[config.mk]
export PLATFORM = sky130hd
export DESIGN_NAME = condition_code_unit_flat
export DESIGN_NICKNAME = d
export VERILOG_FILES = /design/src/rtl/condition_code_unit_if.sv /design/src/rtl/condition_code_unit.sv /design/src/flat_wrapper.sv
export SDC_FILE = /design/constraint.sdc
export NUM_CORES = 1
export LEC_CHECK = 0
export ABC_AREA = 1
export ABC_CLOCK_PERIOD_IN_PS = 1100
export CELL_PAD_IN_SITES_DETAIL_PLACEMENT = 2
export CELL_PAD_IN_SITES_GLOBAL_PLACEMENT = 2
export CORE_MARGIN = 5
export CORE_UTILIZATION = 10
export CTS_BUF_LIST = sky130_fd_sc_hd__clkbuf_16
export CTS_CLUSTER_DIAMETER = 60
export DETAILED_ROUTE_END_ITERATION = 10
export HOLD_SLACK_MARGIN = 0.02
export PLACE_DENSITY_LB_ADDON = 0.1
export SETUP_SLACK_MARGIN = 0.2
export SYNTH_ARGS = -nofsm -noshare
export SYNTH_HDL_FRONTEND = slang
export SYNTH_SLANG_ARGS = --single-unit
[constraint.sdc]
create_clock -name clk -period 1.1 [get_ports clk]
set_input_delay 0.22 -clock clk [delete_from_list [all_inputs] [get_ports clk]]
set_output_delay 0.22 -clock clk [all_outputs]
set_load 0.005 [all_outputs]
[src/rtl/condition_code_unit_if.sv]
// ALU output bus as seen by the Execute-stage consumers.
//   alu_result    : ALU result for the instruction in Execute
//   alu_overflow  : ALU signed overflow flag
//   alu_operation : operation select driven to the ALU (00 add, 01 sub, 10 and, 11 xor)
// master modport is the ALU side (drives), slave modport is the consumer side.
interface condition_code_unit_if #(
  parameter int BUS_WIDTH    = 64,
  parameter int SELECT_WIDTH = 2
);
  logic [BUS_WIDTH-1:0]    alu_result;
  logic                    alu_overflow;
  logic [SELECT_WIDTH-1:0] alu_operation;

  modport master (
    output alu_result,
    output alu_overflow,
    output alu_operation
  );

  modport slave (
    input alu_result,
    input alu_overflow,
    input alu_operation
  );
endinterface

[src/rtl/condition_code_unit.sv]
// Y86 condition-code register and jXX/cmovXX condition evaluator.
// Captures ZF/SF/OF from the ALU output on OPq instructions and evaluates
// condition functions against the stored codes, returning a registered
// result one cycle after an accepted request.
//
// Ports:
//   clk        : clock, all state updates on rising edge
//   reset      : synchronous active-high reset
//   alu        : ALU output bus (slave modport)
//   set_cc     : load CC from the current ALU output
//   stall      : freeze all state this cycle
//   bubble     : squash current evaluation, clear output strobe
//   eval_valid : condition evaluation request
//   ifun       : condition function code (0..6 valid)
//   cc         : stored codes {ZF,SF,OF}
//   cnd        : registered condition result
//   cnd_valid  : strobe, one cycle after an accepted request
//   cnd_error  : accepted request had ifun > 6
module condition_code_unit #(
  parameter int BUS_WIDTH    = 64,
  parameter int SELECT_WIDTH = 2,
  parameter int IFUN_WIDTH   = 4
) (
  input  logic                   clk,
  input  logic                   reset,
  condition_code_unit_if.slave   alu,
  input  logic                   set_cc,
  input  logic                   stall,
  input  logic                   bubble,
  input  logic                   eval_valid,
  input  logic [IFUN_WIDTH-1:0]  ifun,
  output logic [2:0]             cc,
  output logic                   cnd,
  output logic                   cnd_valid,
  output logic                   cnd_error
);

  logic zf, sf, of_flag;
  logic zf_next, sf_next, of_next;
  logic cond_true;
  logic ifun_bad;

  assign zf      = cc[2];
  assign sf      = cc[1];
  assign of_flag = cc[0];

  // Flags derived from the ALU output; logical ops never overflow.
  assign zf_next = (alu.alu_result == '0);
  assign sf_next = alu.alu_result[BUS_WIDTH-1];
  assign of_next = alu.alu_operation[SELECT_WIDTH-1] ? 1'b0 : alu.alu_overflow;

  assign ifun_bad = (ifun > IFUN_WIDTH'(6));

  // Evaluated against the registered codes only: a same-cycle set_cc
  // is deliberately not forwarded.
  always_comb begin
    cond_true = 1'b0;
    case (ifun)
      IFUN_WIDTH'(0): cond_true = 1'b1;
      IFUN_WIDTH'(1): cond_true = (sf ^ of_flag) | zf;
      IFUN_WIDTH'(2): cond_true = sf ^ of_flag;
      IFUN_WIDTH'(3): cond_true = zf;
      IFUN_WIDTH'(4): cond_true = ~zf;
      IFUN_WIDTH'(5): cond_true = ~(sf ^ of_flag);
      IFUN_WIDTH'(6): cond_true = ~(sf ^ of_flag) & ~zf;
      default:        cond_true = 1'b0;
    endcase
  end

  always_ff @(posedge clk) begin
    if (reset) begin
      cc        <= 3'b100;
      cnd       <= 1'b0;
      cnd_valid <= 1'b0;
      cnd_error <= 1'b0;
    end else if (stall) begin
      cc        <= cc;
      cnd       <= cnd;
      cnd_valid <= cnd_valid;
      cnd_error <= cnd_error;
    end else if (bubble) begin
      cnd       <= 1'b0;
      cnd_valid <= 1'b0;
      cnd_error <= 1'b0;
    end else begin
      if (set_cc) begin
        cc <= {zf_next, sf_next, of_next};
      end
      if (eval_valid) begin
        cnd       <= cond_true & ~ifun_bad;
        cnd_valid <= 1'b1;
        cnd_error <= ifun_bad;
      end else begin
        cnd_valid <= 1'b0;
        cnd_error <= 1'b0;
      end
    end
  end

endmodule

[src/flat_wrapper.sv]
// flat-port wrapper written by rule: the top's interface ports become plain ports
module condition_code_unit_flat 
#(
  parameter int BUS_WIDTH    = 64,
  parameter int SELECT_WIDTH = 2,
  parameter int IFUN_WIDTH   = 4
)
  (clk, reset, set_cc, stall, bubble, eval_valid, ifun, cc, cnd, cnd_valid, cnd_error, alu_alu_result, alu_alu_overflow, alu_alu_operation);
  condition_code_unit_if #(.BUS_WIDTH(BUS_WIDTH), .SELECT_WIDTH(SELECT_WIDTH)) alu_i ();
  input  logic clk;
  input  logic reset;
  input  logic set_cc;
  input  logic stall;
  input  logic bubble;
  input  logic eval_valid;
  input  logic [IFUN_WIDTH-1:0] ifun;
  output logic [2:0] cc;
  output logic cnd;
  output logic cnd_valid;
  output logic cnd_error;
  input wire logic [$bits(alu_i.alu_result)-1:0] alu_alu_result;
  input wire logic [$bits(alu_i.alu_overflow)-1:0] alu_alu_overflow;
  input wire logic [$bits(alu_i.alu_operation)-1:0] alu_alu_operation;
  assign alu_i.alu_result = alu_alu_result;
  assign alu_i.alu_overflow = alu_alu_overflow;
  assign alu_i.alu_operation = alu_alu_operation;
  condition_code_unit #(.BUS_WIDTH(BUS_WIDTH), .SELECT_WIDTH(SELECT_WIDTH), .IFUN_WIDTH(IFUN_WIDTH)) u_core (.clk(clk), .reset(reset), .alu(alu_i), .set_cc(set_cc), .stall(stall), .bubble(bubble), .eval_valid(eval_valid), .ifun(ifun), .cc(cc), .cnd(cnd), .cnd_valid(cnd_valid), .cnd_error(cnd_error));
endmodule
### Word level (Yosys, flattened, before mapping)

Cells that the tools add are included.

| cells by class | value |
|---|---|
| magnitude comparators | 1 |
| eq/ne operators | 6 |
| mux-type cells | 8 |
| bitwise logic cells | 9 |
| reduce and logical (&&, ||, !) cells | 5 |

Operator list:

| kind | count |
|---|---|
| $logic_not 64->1 | 1 |
| $eq 4x3->1 const B | 3 |
| $eq 4x2->1 const B | 2 |
| $mux 1 | 7 |
| $pmux 1 s7 | 1 |
| $not 1->1 | 5 |
| $eq 4x1->1 const B | 1 |
| $gt 4x3->1 const B | 1 |
| $logic_not 4->1 | 1 |
| $reduce_and 3->1 | 1 |
| $and 1x1->1 | 2 |
| $reduce_and 2->1 | 1 |
| $reduce_bool 2->1 | 1 |
| $or 1x1->1 | 1 |
| $xor 1x1->1 | 1 |

| storage, ports and cells | value |
|---|---|
| register bits after elaboration | 6 |
| logic and storage cells | 33 |

### Logic depth before layout (Yosys ltp)

Gate-level depths: netlist (run 1).

| logic depth | value |
|---|---|
| depth after elaboration | 7 |
| depth in mapped cells | 8 |
| gate-level depth less buffers | 8 |

### Least setup slack after synthesis (run 1)

Ideal clock, no wire load.

| timing | value |
|---|---|
| kind | flip-flop to flip-flop |
| start point | register u_core.cc[0] |
| end point | register u_core.cnd |
| setup time | 0.111 ns |
| data arrival time | 0.785 ns |
| required time | 0.989 ns |
| setup slack | 0.203 ns |
| stages on the path, launching flop included | 8 |
| buffers on the path | 0 |
| period minus slack after synthesis | 0.897 ns |
| cell sequence | dfxtp_1 -> inv_1 -> nand2_1 -> nand3b_1 -> nand3_1 -> nor2_1 -> nor2_1 -> nor2_1 |

| on the way | value |
|---|---|
| word-level cells in the longest chain between the ends | 7 |
| elaborated cells on any way between the ends | 8 |
| those cells by class | mux (3); bitwise (5) |

RTL lines:

| item | RTL line | text |
|---|---|---|
| start: declaration | condition_code_unit.sv:32 | `output logic [2:0] cc,` |
| start signal: assignment | condition_code_unit.sv:87 | `cc <= {zf_next, sf_next, of_next};` |
| $xor 1x1->1 * | n/a |  |
| $not 1->1 | condition_code_unit.sv:64, condition_code_unit.sv:65 |  |
| $and 1x1->1 | condition_code_unit.sv:65 | `IFUN_WIDTH'(6): cond_true = ~(sf ^ of_flag) & ~zf;` |
| $pmux 1 s7 * | condition_code_unit.sv:58 | `case (ifun)` |
| $and 1x1->1 * | condition_code_unit.sv:90 | `cnd <= cond_true & ~ifun_bad;` |
| $mux 1 * | condition_code_unit.sv:89 | `if (eval_valid) begin` |
| $mux 1 * | condition_code_unit.sv:81 | `end else if (bubble) begin` |
| end signal: assignment | condition_code_unit.sv:78 | `cnd <= cnd;` |
| end signal: assignment | condition_code_unit.sv:90 |  |
| end: declaration | condition_code_unit.sv:33 | `output logic cnd,` |

Every way passes the cells marked *; elsewhere a longest branch is shown, timed or not. The select of a mux whose other input is x is not followed.
A chain may end at the register's enable or synchronous reset.

### Worst setup path after layout (run 1)

| timing | value |
|---|---|
| start point | register u_core.cc[2] |
| end point | register u_core.cnd |

| on the way | value |
|---|---|
| word-level cells in the longest chain between the ends | 6 |
| elaborated cells on any way between the ends | 7 |
| those cells by class | mux (3); bitwise (4) |

RTL lines:

| item | RTL line |
|---|---|
| $not 1->1 | condition_code_unit.sv:63, condition_code_unit.sv:65 |
| $and 1x1->1 | condition_code_unit.sv:65 |
| $pmux 1 s7 * | condition_code_unit.sv:58 |
| $and 1x1->1 * | condition_code_unit.sv:90 |
| $mux 1 * | condition_code_unit.sv:89 |
| $mux 1 * | condition_code_unit.sv:81 |

Marked as above.

==> results of run 1 <==
logic make-up after synthesis:
logic type	Yosys count	synth area share, %
AOI/OAI and AO/OA	8	8.52
buffers and inverters	9	6.05
DFF	6	21.5
and+or+nand+nor	90	63.9
worst min-delay path, cell delays in order:
cell	delay (ps)
dlymetal6s2s_1	150
nand2_4	100
a211oi_1	70
synthesized netlist by cell type:
library cell / number / share of area (%)
a211oi_1: 2 / 2.7
a21oi_1: 5 / 4.5
dfxtp_1: 6 / 22
inv_1: 9 / 6.1
nand2_1: 32 / 22
nand3_1: 6 / 5.4
nand3b_1: 1 / 1.3
nand4_1: 2 / 2.2
nor2_1: 48 / 32
nor2_2: 1 / 1.1
o21a_1: 1 / 1.3
final timing paths:
kind                                  startpoint                to  slack (ps)  depth (start not counted)
worst min-delay path                      set_cc      u_core.cc[1]         360                          3
worst max-delay path                u_core.cc[2]        u_core.cnd          60                          9
worst max register to register      u_core.cc[2]        u_core.cnd          60                          9
worst min register to register  u_core.cnd_error  u_core.cnd_error         460                          2
registers in the layout, summed over array words and instances, names as in the netlist:
signal and flops:
u_core.cc 3, u_core.cnd 1, u_core.cnd_error 1, u_core.cnd_valid 1
power by group:
group / switching (mW) / internal [mW] / total, mW
registers: 0.00607 / 0.229 / 0.235
clock network: 0.115 / 0.466 / 0.581
logic: 0.124 / 0.219 / 0.344
what timing repair did:
| item | 4_1_cts | 5_1_grt |
|---|---|---|
| buffers inserted | 1 | 2 |
| gates resized for setup | 93 | 71 |
| pin swaps | 64 | 56 |
| setup endpoints to repair | 12 | 10 |
| gates cloned | 0 | 0 |
layout make-up:
| cell class | instances | area, sq um |
|---|---|---|
| timing repair buffer | 90 | 787 |
| fill | 693 | 3910 |
| tap | 72 | 90.1 |
| clock buffer | 3 | 75.1 |
| multi-input combinational | 98 | 448 |
| inverter | 9 | 36.3 |
| sequential | 6 | 124 |
metal layers:
metal	track usage [%]	vias up	part of all wire, %
met5	0	-	0
met2	18.4	48	56
met3	3.04	2	9.1
met1	8.85	484	35
li1	-	538	-
met4	2.59	0	0.66
placed cells by master (no fill, tap or decap), drive strengths merged:
cell / synthesis / final
nand3b: 1 / 1
clkdlybuf4s50: 0 / 3
clkdlybuf4s15: 0 / 27
a21oi: 5 / 5
a211oi: 2 / 2
dlymetal6s2s: 0 / 6
nand4: 2 / 2
nand2: 32 / 32
dlygate4sd2: 0 / 28
dfxtp: 6 / 6
clkbuf: 0 / 15
nand3: 6 / 6
buf: 0 / 14
inv: 9 / 9
nor2: 49 / 49
o21a: 1 / 1
==> impl_metrics.ini, run 1 <==
[run_status]
status = completed

[clock_network]
root_buffer = clkbuf_16
cts_hold_buf = 0
clockBufferDepth = 2
clock-sinks = 6
clk_latency_ps = 220
clkTransAtPathRegs_ps = 30
cts_tree = done
cts_buffers = 3
htreeDepth = 1

[critical_path]
cp-start-kind = register
critPathRequiredTime_ps = 1200
path_cells = buf_6 -> inv_4 -> nand2_4 -> nor2_1 -> nor2_1 -> nand3_1 -> nor2_2 -> nor2_1 -> nor2_1
crit_slowest_cell = dfxtp_2
critPathKind = register to register
cp_top_family = simple AND/OR/NAND/NOR gates
crit_fanout = 2
worst_ep_arrival_time_ps = 1140
cp_common_cell = nor2_1
critPathMaxStageDelay_ps = 320
worstSetupEndpointType = register
cp_num_buf_inv = 2

[detailed_routing]
drt-initial-drc-count = 28
dr_total_vias = 1072
ant_nets = 0
wl_mm = 3.35
wl_per_cell_microns = 12.1
viasPerCell = 3.86
remaining_drc_errors = 0
first_pass_iters = 2

[synth]
avgSynthCellArea_sq_um = 4.94
syn_area_sq_um = 558
yosys_warnings = 0
synth_seq_cells = 6
synth_nets = 190
syn_inst = 113
ys_seq_area_share_pct = 21.5
ys_types = 11

[power_and_ir_drop]
p_leak_nw = 0.777
p_total_mw = 1.16
powerDensity_nw_per_um2 = 744
irDropWorstVdd_mv = 0.345

[cells_and_area]
stdcell_count = 278
area.growth.synth_to_final_pct = 180
antenna_cells = 0
drive_above_1_share_pct = 20.9
nNetsFinal = 285
fin_util_pct = 28.5
final_area_sq_um = 1560

[die]
die_h_microns = 84.7
die_area_sq_um = 7170
fp.dieW_microns = 84.7
rows = 27
design.core.area_sq_um = 5470
io_pins = 83
start_util_pct = 10.2

[grt]
overflow = 0
antenna_found_initial = 0
grt.total_usage_pct = 9.22
grt_first_pass_wirelength_mm = 5.51
first_global_vias = 1290
grt_max_degree = 7

[placed_design]
placedCellCount = 272
gp_congestion = 0.694
place_ws_ps = -308
dpl.hpwl_mm = 3.10
port_buffers = 81
placed_area_sq_um = 1500

[sta]
fin_crit_ps = 1040
max_slew_margin_pct = 81.0
max_freq_ghz = 0.958
report.final.hold_viol_count = 0
whs_ps = 357
worst-slew-pin-transition_ps = 285
slew_violations = 0
fin_crit_sh_pct = 94.9
setup-tns-final_ps = 0
rsz0062_at_grt = true
fin_ws_ps = 55.7
skew_ps = 0.513
setup_viol = 0

[hold_path]
hold_path.class = input pin to register

[job]
maxCapViolations = 0
No activity file was read; power rests on OpenSTA's default activity.
==> run 2, diff against run 1 <==
- CAP_MARGIN: unset -> 20
==> results of run 2 <==
No change in the layout: final DEF, timing and power equal those of run 1.
==> RTL edit 1, RTL diff (config.mk and constraints of run 2) <==
Reset style: asynchronous (`reset`), changed in one clocked block. Comments in the files are not updated.
--- a/src/rtl/condition_code_unit.sv
+++ b/src/rtl/condition_code_unit.sv
@@ -67,7 +67,7 @@
     endcase
   end
 
-  always_ff @(posedge clk) begin
+  always_ff @(posedge clk or posedge reset) begin
     if (reset) begin
       cc        <= 3'b100;
       cnd       <= 1'b0;
Formal check against the unedited RTL: differs if reset is asserted again (counterexample within 4 cycles, from zero or initial values and one cycle with reset high); with reset held inactive, the same outputs for 10 cycles.
==> RTL edit 1 against run 2 <==
- utilization grew 1.1 points
- area after synthesis grew 2.7%
- clock power is essentially flat
- total power grew 6.9%
- sequential cell count is the same
- wire length grew 3.8%
- setup slack lost 42 ps
- cell area grew 5.1%
- largest power group unchanged
==> RTL edit 1: results (changes against run 2) <==
[metrics] result of the run: complete, no violations
[metrics] synthesized instance count: 110 (-2.7%)
[metrics] antenna violations before repair: 2 (+2)
[metrics] Top Family by Delay on Critical Path: flip-flops
[metrics] worst setup skew after layout: 3.70 ps (+3.19 ps)
[metrics] crit path from: u_core.cc[2]
[metrics] main area contributors after synthesis: sky130_fd_sc_hd__nor2_1 29%, sky130_fd_sc_hd__dfrtp_1 22%, sky130_fd_sc_hd__nand2_1 22%
[metrics] share of synthesized flip-flops with an asynchronous set or reset: 100% (+100 points)
[metrics] post-DP HPWL: 3170 um (+2.2%)
[metrics] ranking of synthesized cells by instance count: 44 x sky130_fd_sc_hd__nor2_1, 33 x sky130_fd_sc_hd__nand2_1, 8 x sky130_fd_sc_hd__inv_1, 5 x sky130_fd_sc_hd__dfrtp_1
[metrics] worst setup slack after placement: -285 ps (+22.1 ps)
[metrics] peak supply drop: 355 uV (+3.1%)
[metrics] vias: 1050 (-2.1%)
[metrics] placed instance area: 1500 um2 (-0.50%)
[metrics] weighted congestion at the end of routability-driven global placement: 0.726 (+4.6%)
[metrics] first-pass GRT wire length: 5890 um (+6.7%)
[metrics] launching point of the worst reg2reg path: u_core.cc[2]
[metrics] GR met2 Demand/Resource: 19.9% (+1.6 points)
[metrics] class of the worst hold path: in -> async
[metrics] post-synthesis sequential area ratio: 26.4% (+4.9 points)
[metrics] detailed-routed wire length on met2: 2060 um (+11%)
[metrics] slew margin rel.: 83.3% (+2.3 points)
[metrics] vias in the first global route: 1271 (-1.5%)
[metrics] count of distinct cell types in the synthesized netlist: 14 (+3)
[metrics] GRT met3 Usage: 3.94% (+0.90 points)
[metrics] Max stage delay cell, worst path: sky130_fd_sc_hd__dfstp_2
[metrics] met1 capacity usage during global routing: 9.63% (+0.78 points)
[metrics] DRC marker count from the first detailed-route iteration: 20 (-29%)
[metrics] amount of wire on met3 after detailed routing: 315 um (+2.9%)
[metrics] M1 WL: 1100 um (-5.3%)
[metrics] slowest stage delay, CP: 520 ps (+200 ps)
[metrics] most frequently used flop master after synthesis: sky130_fd_sc_hd__dfrtp_1
[metrics] Routed Wire Length: 3480 um (+3.8%)
-- RTL edit 1: changes by cell type after synthesis, moves of 4 or more --
| cell | change |
|---|---|
| sky130_fd_sc_hd__nor2_1 | -4 |
| sky130_fd_sc_hd__dfxtp_1 | -6 |
| sky130_fd_sc_hd__a21oi_1 | -4 |
| sky130_fd_sc_hd__dfrtp_1 | +5 |
| sky130_fd_sc_hd__o21ai_0 | +4 |
-- RTL edit 1: cell families after synthesis --
family,Yosys count,synth area share (%)
simple gates,84,58.1
buf+inv,11,7.21
compound gates,9,8.30
flops,6,26.4
-- RTL edit 1: timing repair --
item                                    4_1_cts  5_1_grt
endpoints found under the setup margin       12       11
resized for setup                           113       52
buffers inserted                              4        3
hold buffers                                  0        0
pin swaps                                    66       53
-- RTL edit 1: worst paths after layout --
| kind | endpoint | depth (start not counted) | slack [ps] |
|---|---|---|---|
| setup / recovery | cc[2] | 1 | 10 |
| hold / removal | u_core.cc[0] | 2 | 230 |
| setup reg to reg | u_core.cnd | 6 | 20 |
| hold reg to reg | u_core.cnd_error | 2 | 470 |
| max in group asynchronous | u_core.cc[2] | 2 | 610 |
| min in group clk | u_core.cc[1] | 3 | 250 |
-- RTL edit 1: where the power goes --
group,internal [uW],switching (uW)
registers,241,14.4
logic,247,155
clock network,470,112
-- RTL edit 1: layout make-up --
class / count / area [um2] / area share (%)
timing repair buffer: 91 / 813 / 49.6
multi-input combinational: 93 / 459 / 28.0
sequential: 6 / 151 / 9.24
tap: 72 / 90.1 / 5.50
clock buffer: 3 / 75.1 / 4.58
inverter: 11 / 41.3 / 2.52
antenna: 2 / 5.00 / 0.305
clock inverter: 1 / 3.75 / 0.229
==> RTL edit 2, RTL diff (settings of run 2) <==
Made on the original files. `IFUN_WIDTH` is set to 4 in 2 places; all go to 3.
--- a/src/rtl/condition_code_unit.sv
+++ b/src/rtl/condition_code_unit.sv
@@ -19,7 +19,7 @@
 module condition_code_unit #(
   parameter int BUS_WIDTH    = 64,
   parameter int SELECT_WIDTH = 2,
-  parameter int IFUN_WIDTH   = 4
+  parameter int IFUN_WIDTH   = 3
 ) (
   input  logic                   clk,
   input  logic                   reset,
--- a/src/flat_wrapper.sv
+++ b/src/flat_wrapper.sv
@@ -3,7 +3,7 @@
 #(
   parameter int BUS_WIDTH    = 64,
   parameter int SELECT_WIDTH = 2,
-  parameter int IFUN_WIDTH   = 4
+  parameter int IFUN_WIDTH   = 3
 )
   (clk, reset, set_cc, stall, bubble, eval_valid, ifun, cc, cnd, cnd_valid, cnd_error, alu_alu_result, alu_alu_overflow, alu_alu_operation);
   condition_code_unit_if #(.BUS_WIDTH(BUS_WIDTH), .SELECT_WIDTH(SELECT_WIDTH)) alu_i ();
Interface: changed (resized ifun); port bits go from 83 to 82. The function was not compared with the original's and may differ.
==> RTL edit 2 against run 2 <==
- sequential cell count stayed put
- critical path type unchanged
- largest cell class unchanged
- setup slack improved by 78 ps
- cell area down 5.1%
- wire length down 7.1%
- total power shrank 1.9%
- area after synthesis down 3.1%
- non-clock buffer count fell by 8
==> RTL edit 2: results (changes against run 2) <==
[metrics] first-pass GRT wire length: 5310 um (-3.8%)
[metrics] Max stage delay cell, worst path: sky130_fd_sc_hd__dfxtp_4
[metrics] data arrival time of the critical path: 1070 ps (-70 ps)
[metrics] worst setup skew after layout: 0.558 ps (+0.0446 ps)
[metrics] synthesized instance count: 104 (-8.0%)
[metrics] average detailed-routed wire length per instance: 12.0 um (-0.25%)
[metrics] slowest stage delay, CP: 350 ps (+30 ps)
[metrics] P_leak: 0.000696 uW (-10%)
[metrics] GRT Total Usage: 9.19% (-0.029 points)
[metrics] IO Port Bufs: 80 (-1.2%)
[metrics] transition time of the tightest slew-check pin: 273 ps (-12.2 ps)
[metrics] Crit Path Max Fanout: 3 (+1)
[metrics] vias: 977 (-8.9%)
[metrics] worst setup slack for register-to-register paths: 130 ps (+80 ps)
[metrics] placed instance count: 256 (-5.9%)
[metrics] count of distinct cell types in the synthesized netlist: 15 (+4)
[metrics] post-synthesis sequential area ratio: 22.2% (+0.70 points)
[metrics] Top Family by Delay on Critical Path: flip-flops
[metrics] ranking of synthesized cells by instance count: 46 x sky130_fd_sc_hd__nor2_1, 26 x sky130_fd_sc_hd__nand2_1, 6 x sky130_fd_sc_hd__dfxtp_1, 6 x sky130_fd_sc_hd__inv_1, 5 x sky130_fd_sc_hd__a21oi_1
[metrics] main area contributors after synthesis: sky130_fd_sc_hd__nor2_1 32%, sky130_fd_sc_hd__dfxtp_1 22%, sky130_fd_sc_hd__nand2_1 18%
[metrics] worst setup slack after placement: -282 ps (+25.9 ps)
[metrics] synthesized netlist net count: 180 (-5.3%)
[metrics] layout cell share with drive strength beyond 1: 18.0% (-2.9 points)
[metrics] # nets final: 267 (-6.3%)
[metrics] fraction of the cycle the final worst path needs: 87.8% (-7.1 points)
[metrics] non-filler cells in the finished layout: 259 (-6.8%)
[metrics] vias in the first global route: 1167 (-9.5%)
[metrics] class of the worst hold path: in -> reg
[metrics] post-DP HPWL: 2920 um (-5.9%)
[metrics] weighted congestion at the end of routability-driven global placement: 0.676 (-2.7%)
[metrics] DRC marker count from the first detailed-route iteration: 11 (-61%)
[metrics] result of the run: complete, no violations
[metrics] peak supply drop: 304 uV (-12%)
[metrics] share of synthesized flip-flops with an asynchronous set or reset: 0% (unchanged)
RTL edit 2: cell types whose count changed in the layout (fill, tap and decap cells not counted), moves of 5 or more:
cell,delta
sky130_fd_sc_hd__clkbuf_2,-12
sky130_fd_sc_hd__inv_1,-5
sky130_fd_sc_hd__clkdlybuf4s15_1,-18
sky130_fd_sc_hd__buf_4,-5
sky130_fd_sc_hd__dlygate4sd2_1,+31
RTL edit 2: cells by family (layout without fill, tap and decap cells):
group	count (synthesis)	count (layout)	synth area share [%]
compound gates	10	10	11.8
flops	6	6	22.2
buf+inv	6	91	4.17
simple gates	82	82	61.8
RTL edit 2: tightest hold or removal path: stages:
cell                             delay, ps
sky130_fd_sc_hd__dlymetal6s2s_1         80
sky130_fd_sc_hd__nor2_1                 40
sky130_fd_sc_hd__nand4_1                60
sky130_fd_sc_hd__nor2_1                 50
sky130_fd_sc_hd__nand3_1                70
sky130_fd_sc_hd__nand2_1                40
RTL edit 2: area by class of cell:
class | count | area (um2)
Timing Repair Buffer | 82 | 736
Multi-Input combinational cell | 92 | 427
Clock buffer | 3 | 75.1
Sequential cell | 6 | 133
Inverter | 6 | 22.5
Tap cell | 70 | 87.6
Fill cell | 637 | 3690
RTL edit 2: metrics by stage:
step,setup TNS [ps],hold slack [ps]
2_1_floorplan,0,289
3_3_place_gp,-1030,457
3_5_place_dp,-1130,463
4_1_cts,0,464
5_1_grt,0,432
6_report,0,377
RTL edit 2: final timing paths:
kind	from	endpoint	depth (start not counted)
max	u_core.cc[1]	u_core.cnd	7
max reg2reg	u_core.cc[1]	u_core.cnd	7
min	alu_alu_result[13]	u_core.cc[2]	6
min reg2reg	u_core.cnd_valid	u_core.cnd_valid	2
RTL edit 2: repair_timing:
action	in CTS	in global routing
gates resized for setup	106	20
setup buffers	0	0
hold buffers	0	0
pin swaps	61	24
endpoints found under the setup margin	12	8
RTL edit 2: power breakdown:
part	leakage (uW)	internal, uW	switching (uW)	total (uW)
combinational	0.000607	197	110	307
sequential	0.0000515	227	8.93	236
clock	0.0000370	467	128	596
total	0.000696	891	247	1140
RTL edit 2: per-layer routing:
layer / global-route usage, % / up-vias / wire, um
li1: - / 501 / -
met1: 9.54 / 424 / 1180
met2: 17.1 / 48 / 1640
met3: 2.86 / 4 / 242
met4: 3.51 / 0 / 51
met5: 0 / - / 0
